## src/rtl/sid_reg_scheduler.sv

```systemverilog
// Sole writer of the sid8580 register port: CPU writes pass straight through,
// host writes are queued and paced onto ce_1m ticks with a minimum spacing.
module sid_reg_scheduler #(
  parameter int DEPTH     = 16,
  parameter int GAP_TICKS = 2
) (
  input  logic                     clk,
  input  logic                     reset,
  input  logic                     ce_1m,
  input  logic                     cpu_cs,
  input  logic                     cpu_we,
  input  logic [4:0]               cpu_addr,
  input  logic [7:0]               cpu_din,
  input  logic                     host_valid,
  output logic                     host_ready,
  input  logic [4:0]               host_addr,
  input  logic [7:0]               host_data,
  input  logic                     flush,
  output logic                     sid_we,
  output logic [4:0]               sid_addr,
  output logic [7:0]               sid_data,
  output logic [$clog2(DEPTH):0]   fifo_level,
  output logic                     busy
);
  localparam int AW = $clog2(DEPTH);
  localparam int GW = $clog2(GAP_TICKS + 1);
  localparam logic [AW:0]   FULL = (AW + 1)'(DEPTH);
  localparam logic [GW-1:0] GAP  = GW'(GAP_TICKS);
  localparam logic [GW-1:0] ONE  = GW'(1);

  typedef enum logic {IDLE, WAIT_GAP} state_t;

  state_t        state, state_nx;
  logic [GW-1:0] gap, gap_nx;
  logic [12:0]   mem [DEPTH];
  logic [AW-1:0] wp, rp;
  logic [AW:0]   cnt;
  logic [12:0]   head;
  logic          cpu_wr, slot, pop, push;

  assign cpu_wr     = cpu_cs & cpu_we;
  assign host_ready = cnt < FULL;
  assign fifo_level = cnt;
  assign busy       = (cnt != '0) | (gap != '0);
  assign head       = mem[rp];

  // The tick that drains the gap is itself a usable slot
  assign slot = ce_1m & ((state == IDLE) | (gap == ONE));
  assign pop  = slot & (cnt != '0) & ~cpu_wr & ~flush;
  assign push = host_valid & host_ready & ~flush;

  always_comb begin
    state_nx = state;
    gap_nx   = gap;
    unique case (state)
      IDLE: begin
        if (pop) begin
          gap_nx   = GAP;
          state_nx = WAIT_GAP;
        end
      end
      WAIT_GAP: begin
        if (pop) begin
          gap_nx = GAP;
        end else if (ce_1m) begin
          gap_nx = gap - ONE;
          if (gap == ONE) state_nx = IDLE;
        end
      end
      default: state_nx = IDLE;
    endcase
  end

  always_ff @(posedge clk) begin
    if (reset) begin
      state <= IDLE;
      gap   <= '0;
    end else begin
      state <= state_nx;
      gap   <= gap_nx;
    end
  end

  always_ff @(posedge clk) begin
    if (reset || flush) begin
      wp  <= '0;
      rp  <= '0;
      cnt <= '0;
    end else begin
      if (push) wp <= wp + 1'b1;
      if (pop)  rp <= rp + 1'b1;
      if (push && !pop)      cnt <= cnt + 1'b1;
      else if (pop && !push) cnt <= cnt - 1'b1;
    end
  end

  always_ff @(posedge clk) begin
    if (push) mem[wp] <= {host_addr, host_data};
  end

  always_ff @(posedge clk) begin
    if (reset) begin
      sid_we   <= 1'b0;
      sid_addr <= '0;
      sid_data <= '0;
    end else begin
      sid_we <= 1'b0;
      unique case (1'b1)
        cpu_wr: begin
          sid_we   <= 1'b1;
          sid_addr <= cpu_addr;
          sid_data <= cpu_din;
        end
        pop: begin
          sid_we   <= 1'b1;
          sid_addr <= head[12:8];
          sid_data <= head[7:0];
        end
        default: sid_addr <= cpu_addr;
      endcase
    end
  end
endmodule

```

## config.mk

```make
export PLATFORM = sky130hd
export DESIGN_NAME = sid_reg_scheduler
export DESIGN_NICKNAME = d
export VERILOG_FILES = /design/src/rtl/sid_reg_scheduler.sv
export SDC_FILE = /design/constraint.sdc
export NUM_CORES = 1
export LEC_CHECK = 0
export ABC_AREA = 1
export BUFFER_PORTS_ARGS = -buffer_cell sky130_fd_sc_hd__buf_2
export CORE_MARGIN = 5
export CORE_UTILIZATION = 47
export DETAILED_ROUTE_END_ITERATION = 12
export SLEW_MARGIN = 20
export SYNTH_ARGS = -nofsm -noshare
export SYNTH_HDL_FRONTEND = slang
export SYNTH_SLANG_ARGS = --single-unit
```

## constraint.sdc

```tcl
create_clock -name clk -period 4.7 [get_ports clk]
set_clock_uncertainty 0.1 [all_clocks]
set_input_delay 0.235 -clock clk [delete_from_list [all_inputs] [get_ports clk]]
set_output_delay 0.235 -clock clk [all_outputs]
set_load 0.005 [all_outputs]
```

; Word-level counts from Yosys, hierarchy flattened
; Memories as Yosys holds them, arrays and structs flattened. A register that Yosys moved wholly into a read port is not among the register bits.
; Cells that the tools add are included.
; W data, S select, Z words.
[word_totals]
ff_bits = 30
ram_bits = 208
input_bits = 33
wordCells = 59
memories = 1
[memory_table]
columns = name, words, word_bits, rd, rd_ports_with_merged_regs, wr, line_no
row1 = mem, 16, 13, 1, 1, 1, 35  ; logic [12:0] mem [DEPTH];
[op_classes]
n_addsub = 5
order_cmp = 1
eq_ne = 3
muxes = 18
bitwise = 12
n_reduce_logical = 11
[op_table]
columns = operator, count
row1 = $pmux W8 S2, 1
row2 = $mux W5, 3
row3 = $add A4 B1 Y4 const B, 2
row4 = $mux W4, 2
row5 = $and A1 B1 Y1, 7
row6 = $mux W1, 7
row7 = $mux W2, 3
row8 = $reduce_bool A2 Y1, 3
row9 = $add A5 B1 Y5 const B, 1
row10 = $lt A5 B5 Y1 const B, 1
row11 = $reduce_bool A5 Y1, 1
row12 = $sub A5 B1 Y5 const B, 1
row13 = $pmux W2 S2, 1
row14 = $ne A3 B2 Y1 const B, 1
row15 = $not A1 Y1, 3
row16 = $eq A2 B1 Y1 const B, 1
row17 = $logic_and A1 B1 Y1, 2
row18 = $logic_not A1 Y1, 2
row19 = $ne A2 B2 Y1 const B, 1
row20 = $or A1 B1 Y1, 2
row21 = $pmux W1 S2, 1
row22 = $reduce_and A2 Y1, 1
row23 = $reduce_or A2 Y1, 1
row24 = $sub A2 B1 Y2 const B, 1
row25 = $logic_or A1 B1 Y1, 1

; Logic depth before layout (Yosys ltp)
[logic_depth]
word_depth = 9
depth_mapped = 19

; Worst setup path after synthesis
; No wires, ideal clock.
[synth_timing]
path_type = register to register
from = register gap[1]
to = register cnt[4] (netlist: fifo_level[4])
setup_ns = 0.113
arrival_ns = 2.205
t_required_ns = 4.487
setup_slack_ns = 2.282
stages_incl_launch_ff = 18
n_path_buf = 1
cell_sequence = dfxtp_1 inv_1 ha_1 inv_1 nand2_1 nand2_1 nor3_1 nand2_1 clkbuf_1 ha_1 inv_1 ha_1 a21oi_1 nor2_1 o21ai_0 nand3_1 nor2_1 nor2_1
[synth_via]
elab_chain_len = 9
[synth_lines]
columns = element, line_no
row1 = start: declaration, 34  ; logic [GW-1:0] gap, gap_nx;
row2 = start signal: assignment, 80  ; gap <= gap_nx;
row3 = $eq A2 B1 Y1 *, 48  ; assign slot = ce_1m & ((state == IDLE) | (gap == ONE));
row4 = $or A1 B1 Y1 *, 48
row5 = $and A1 B1 Y1 *, 48
row6 = $and A1 B1 Y1 * (3 in series), 49  ; assign pop = slot & (cnt != '0) & ~cpu_wr & ~flush;
row7 = $logic_not A1 Y1, 92  ; if (push && !pop) cnt <= cnt + 1'b1;
row8 = $logic_and A1 B1 Y1, 92
row9 = $mux W5 / $reduce_bool A2 Y1 (equally long branches), n/a
row10 = end signal: assignment, 92
row11 = end signal: assignment, 93  ; else if (pop && !push) cnt <= cnt - 1'b1;
row12 = end: declaration, 37  ; logic [AW:0] cnt;
; Mark *: on every way between the ends. The rest lies on a longest branch, timed or not.
; A chain may end at the register's enable or synchronous reset.

; Worst setup path in the final report
[layout_timing]
from = register gap[0]
to = register cnt[4] (netlist: fifo_level[4])
; The elaborated chain is that of the path after synthesis.

==> impl_summary.md <==
Clocking
Clock-pin slew was measured on the worst setup and hold paths at around 0.060 ns. The clock net in this run drives a total of 242 sinks. The maximum buffer depth of the clock tree is 3. In this run, CTS created clock tree buffers numbering 25. The clock insertion delay at the later pin of the skew report is 0.52 ns. Once the clock tree was built, the resizer swapped 0 gates to a different size. The cell at the root of the clock tree is sky130_fd_sc_hd__clkbuf_16. TritonCTS built the clock tree. CTS built an H-tree with a depth of 1.

STA
The final number of max-transition violations is 0. The relative slew slack is 0.308. For the final routed database, the setup TNS stands at 0 ns. The final-report setup violation count is 0. Of the available clock period, the critical path in the final layout requires 0.567. The highest attainable clock frequency is 375 MHz. Setup repair after global routing left no endpoint under its margin. The number of endpoints with negative hold slack in the final report is 0. The final period demand of the worst path is 2.67 ns. Across all hold checks on the routed design, the worst slack comes to between 0.009 and 0.01 ns. The transition at the pin with the smallest max-transition slack is around 1.0 ns.

Floorplan
From bottom edge to top edge, the die measures around 160 um. The horizontal die dimension is 157 um. The number of ports placed on the die boundary is 54. The area of the die is 0.0248 mm^2.

For this configuration, the core starts out at a cell density of 0.472. The total area inside the core boundary comes to roughly 0.022 mm^2. Row generation in the floorplan step produced 54 rows.

Global routing
The number of antenna violations at the first check in global routing is 0. The number of global-route vias before repair is 6,397. The first global-routing pass estimated 37.3 mm of wire.

The overflow left after global routing is 0. The pin count of the biggest net entering global routing is 105. In the global route stage, overall resource usage came out at 0.196.

Route
For this run, design rule violations remaining after detail routing come to 0. The routed wire length is 24.1 mm. After detailed routing, the number of vias per cell comes to 5.11. The number of nets with antenna violations after routing is 0. Dividing the detail-routed wire length by the instance count gives 18.2 um. The length of the first detailed-routing pass in iterations is 5.

The violation count after the first detailed-routing iteration is about 610. The routed layout has 6,797 vias.

Critical path
The launch instance of the worst register-to-register path is gap[0]$_SDFFE_PP0P_. The worst setup path is launched from a flip-flop. The data required time at the worst endpoint is between 5 and 6 ns. The type of element capturing the critical path is a flip-flop. The delay of the slowest cell on the worst path is 0.37 ns. The worst-path cell with the longest stage delay is sky130_fd_sc_hd__dfxtp_1.

The critical path class is reg -> reg. Among cell families on the critical path, the largest total delay comes from simple AND/OR/NAND/NOR gates. The worst endpoint data arrival time is between 3 and 4 ns. The count of buffer and inverter cells on the critical path is 2. Walking the worst path, the cells encountered are ha_1 > inv_1 > nand2_1 > nand2_1 > nor3_1 > nand2_1 > ha_1 > inv_1 > ha_1 > a21oi_1 > nor2_1 > o21ai_0 > nand3_1 > nand2_1 > nand2_1 > nor2_1. The most frequent cell on the critical path is sky130_fd_sc_hd__nand2_1. The critical path starts at gap[0]$_SDFFE_PP0P_. Along the worst path, the maximum fanout reaches 14.

Yosys
For this run, the register share of the synthesized area comes to 0.679. Counting flops and latches in the post-synthesis netlist gives 242. Synthesis instantiated 27 different standard cells from the library. In this run the cell area of the synthesized design comes to between 0.01 and 0.015 mm^2. Counting every net in the synthesized netlist gives 1,009.

The Yosys step of the flow raised 0 warnings. The instance count of the mapped netlist is roughly 960. The mean area per synthesized cell is 10.6 um^2.

Final layout
At the end of the flow, the number of nets in the layout was 1,077. Leaving out fill and tap cells, the most frequent cell in the layout is sky130_fd_sc_hd__nand2_1. The total of fill cells in the finished design is 1,895. The final standard cell utilization of the core is 0.540. The layout overhead on the synthesized area is 14.4%. In the layout the commonest cells are sky130_fd_sc_hd__nand2_1, sky130_fd_sc_hd__edfxtp_1, sky130_fd_sc_hd__nand3_1, sky130_fd_sc_hd__nor2_1, sky130_fd_sc_hd__inv_1. The final design instance area without fill is 0.0117 mm^2.

The count of inserted antenna diode cells is 0. In the final layout, the share of cells above drive strength 1 is 0.114. The count of cells in the finished layout, fillers not included, comes to 1,329.

Hold path
The worst hold path begins at reset. In this run the worst hold path is classified as in -> reg.

Power
The internal power summed over all cells is 3.62 mW. The combinational share of power is 0.047. The relative contribution of sequential cells to total power is 0.517. The analysis attributes to cell leakage a power of roughly 4.6 nW.

The share of total power consumed by net switching is 0.209. For this design the ratio of total power to cell area is 392 mW/mm^2. VDD sags by at most 0.000201 V.

The share of total power dissipated in the clock network is 0.436. The total net switching power is 953 uW.

Outcome
The run finished with clean final reports.

Placed design
Routability-driven placement finished with a final weighted congestion of 0.781. The count of buffers from port buffering is 53. The wire-length estimate of the detail-placed layout is 13.7 mm. Summing all placed instances gives a cell area of 0.0107 mm^2. Including well taps, the total number of placed cells is 1,271.

Run
The reported max-cap violation count is 0.
[final timing paths]
| path | endpoint | slack (ns) | cells after the start |
|---|---|---|---|
| min | sid_we$_SDFF_PP0_ | 0.01 | 2 |
| max reg2reg | fifo_level[4]$_SDFFE_PP0P_ | 2.03 | 16 |
| max | fifo_level[4]$_SDFFE_PP0P_ | 2.03 | 16 |
| min reg2reg | rp[2]$_SDFFE_PP0N_ | 0.36 | 1 |
[cells by family (layout without fill, tap and decap cells)]
kind of cell,Yosys count,in the layout,share of synthesized area
simple gates,453,453,0.181
flops,242,242,0.679
buf+inv,153,239,0.0662
compound gates,99,99,0.0542
fa+ha+maj,13,13,0.0167
xor+xnor,3,3,0.00258
[flip-flops by register name, indices dropped and copies added, names as in the netlist, named ones only]
name,flops
mem,208
sid_data,8
fifo_level,5
sid_addr,5
rp,4
wp,4
gap,2
sid_we,1
state,1
[Yosys cell counts]
cell                        count  share of area
sky130_fd_sc_hd__nor2_2         1        0.00061
sky130_fd_sc_hd__buf_2         12         0.0059
sky130_fd_sc_hd__buf_4          9         0.0066
sky130_fd_sc_hd__o211ai_1      20          0.015
sky130_fd_sc_hd__nor3_1         4         0.0020
sky130_fd_sc_hd__o21ai_1        3         0.0015
sky130_fd_sc_hd__buf_6          7         0.0077
sky130_fd_sc_hd__edfxtp_1     208           0.61
sky130_fd_sc_hd__buf_1          2        0.00074
sky130_fd_sc_hd__inv_2          3         0.0011
sky130_fd_sc_hd__nand4_1        2         0.0012
sky130_fd_sc_hd__a21oi_1       19         0.0093
sky130_fd_sc_hd__ha_1          12          0.015
sky130_fd_sc_hd__fa_1           1         0.0020
sky130_fd_sc_hd__xnor2_1        1        0.00086
sky130_fd_sc_hd__clkinv_1       1        0.00037
sky130_fd_sc_hd__inv_1        103          0.038
sky130_fd_sc_hd__nor2_1       103          0.038
sky130_fd_sc_hd__xor2_1         2         0.0017
sky130_fd_sc_hd__dfxtp_1       34          0.067
sky130_fd_sc_hd__nand2_2        1        0.00061
sky130_fd_sc_hd__a2111oi_0      1        0.00086
sky130_fd_sc_hd__clkbuf_1      16         0.0059
sky130_fd_sc_hd__o21ai_0       55          0.027
sky130_fd_sc_hd__a21oi_2        1        0.00086
sky130_fd_sc_hd__nand3_1      107          0.052
sky130_fd_sc_hd__nand2_1      235          0.086
[layout make-up]
type | instances | area, um^2 | area share
well taps | 280 | 350 | 0.0300
clock inverters | 18 | 193 | 0.0165
flip-flops and latches | 242 | 6930 | 0.594
repair buffers | 87 | 557 | 0.0477
multi-input cells | 568 | 2600 | 0.223
clock buffers | 27 | 633 | 0.0543
inverters | 107 | 402 | 0.0344
[routing by layer]
layer  global-route usage  wire length, um
met4               0.0512              490
met5                    0                0
met3               0.0261             1340
met1                0.281            10700
met2                0.320            11600
[through the flow]
stage	setup slack (ns)	power, mW
final	2.03	4.57
after global routing	1.62	4.73
after CTS	2.04	4.61
after detailed placement	2.08	2.61
after global placement	2.13	2.61
after floorplan	2.28	2.53
[power groups by stage]
stage          clock, mW  combinational [mW]  sequential [mW]
2_1_floorplan          0               0.116             2.41
3_3_place_gp           0               0.204             2.41
3_5_place_dp           0               0.206             2.41
4_1_cts             2.03               0.216             2.36
5_1_grt             2.12               0.243             2.36
6_report            1.99               0.213             2.36
[repair_timing]
item,4_1_cts,5_1_grt
setup buffers,0,0
hold endpoints to repair,42,0
hold buffers,13,0
[worst reg2reg max path, stage by stage (launching register included)]
cell and delay (ns):
sky130_fd_sc_hd__dfxtp_1 0.37, sky130_fd_sc_hd__ha_1 0.16, sky130_fd_sc_hd__inv_1 0.04, sky130_fd_sc_hd__nand2_1 0.04, sky130_fd_sc_hd__nand2_1 0.06, sky130_fd_sc_hd__nor3_1 0.13, sky130_fd_sc_hd__nand2_1 0.28, sky130_fd_sc_hd__ha_1 0.33
sky130_fd_sc_hd__inv_1 0.15, sky130_fd_sc_hd__ha_1 0.27, sky130_fd_sc_hd__a21oi_1 0.14, sky130_fd_sc_hd__nor2_1 0.07, sky130_fd_sc_hd__o21ai_0 0.14, sky130_fd_sc_hd__nand3_1 0.10, sky130_fd_sc_hd__nand2_1 0.08, sky130_fd_sc_hd__nand2_1 0.05
sky130_fd_sc_hd__nor2_1 0.10
Power figures use the tool's default switching activity.
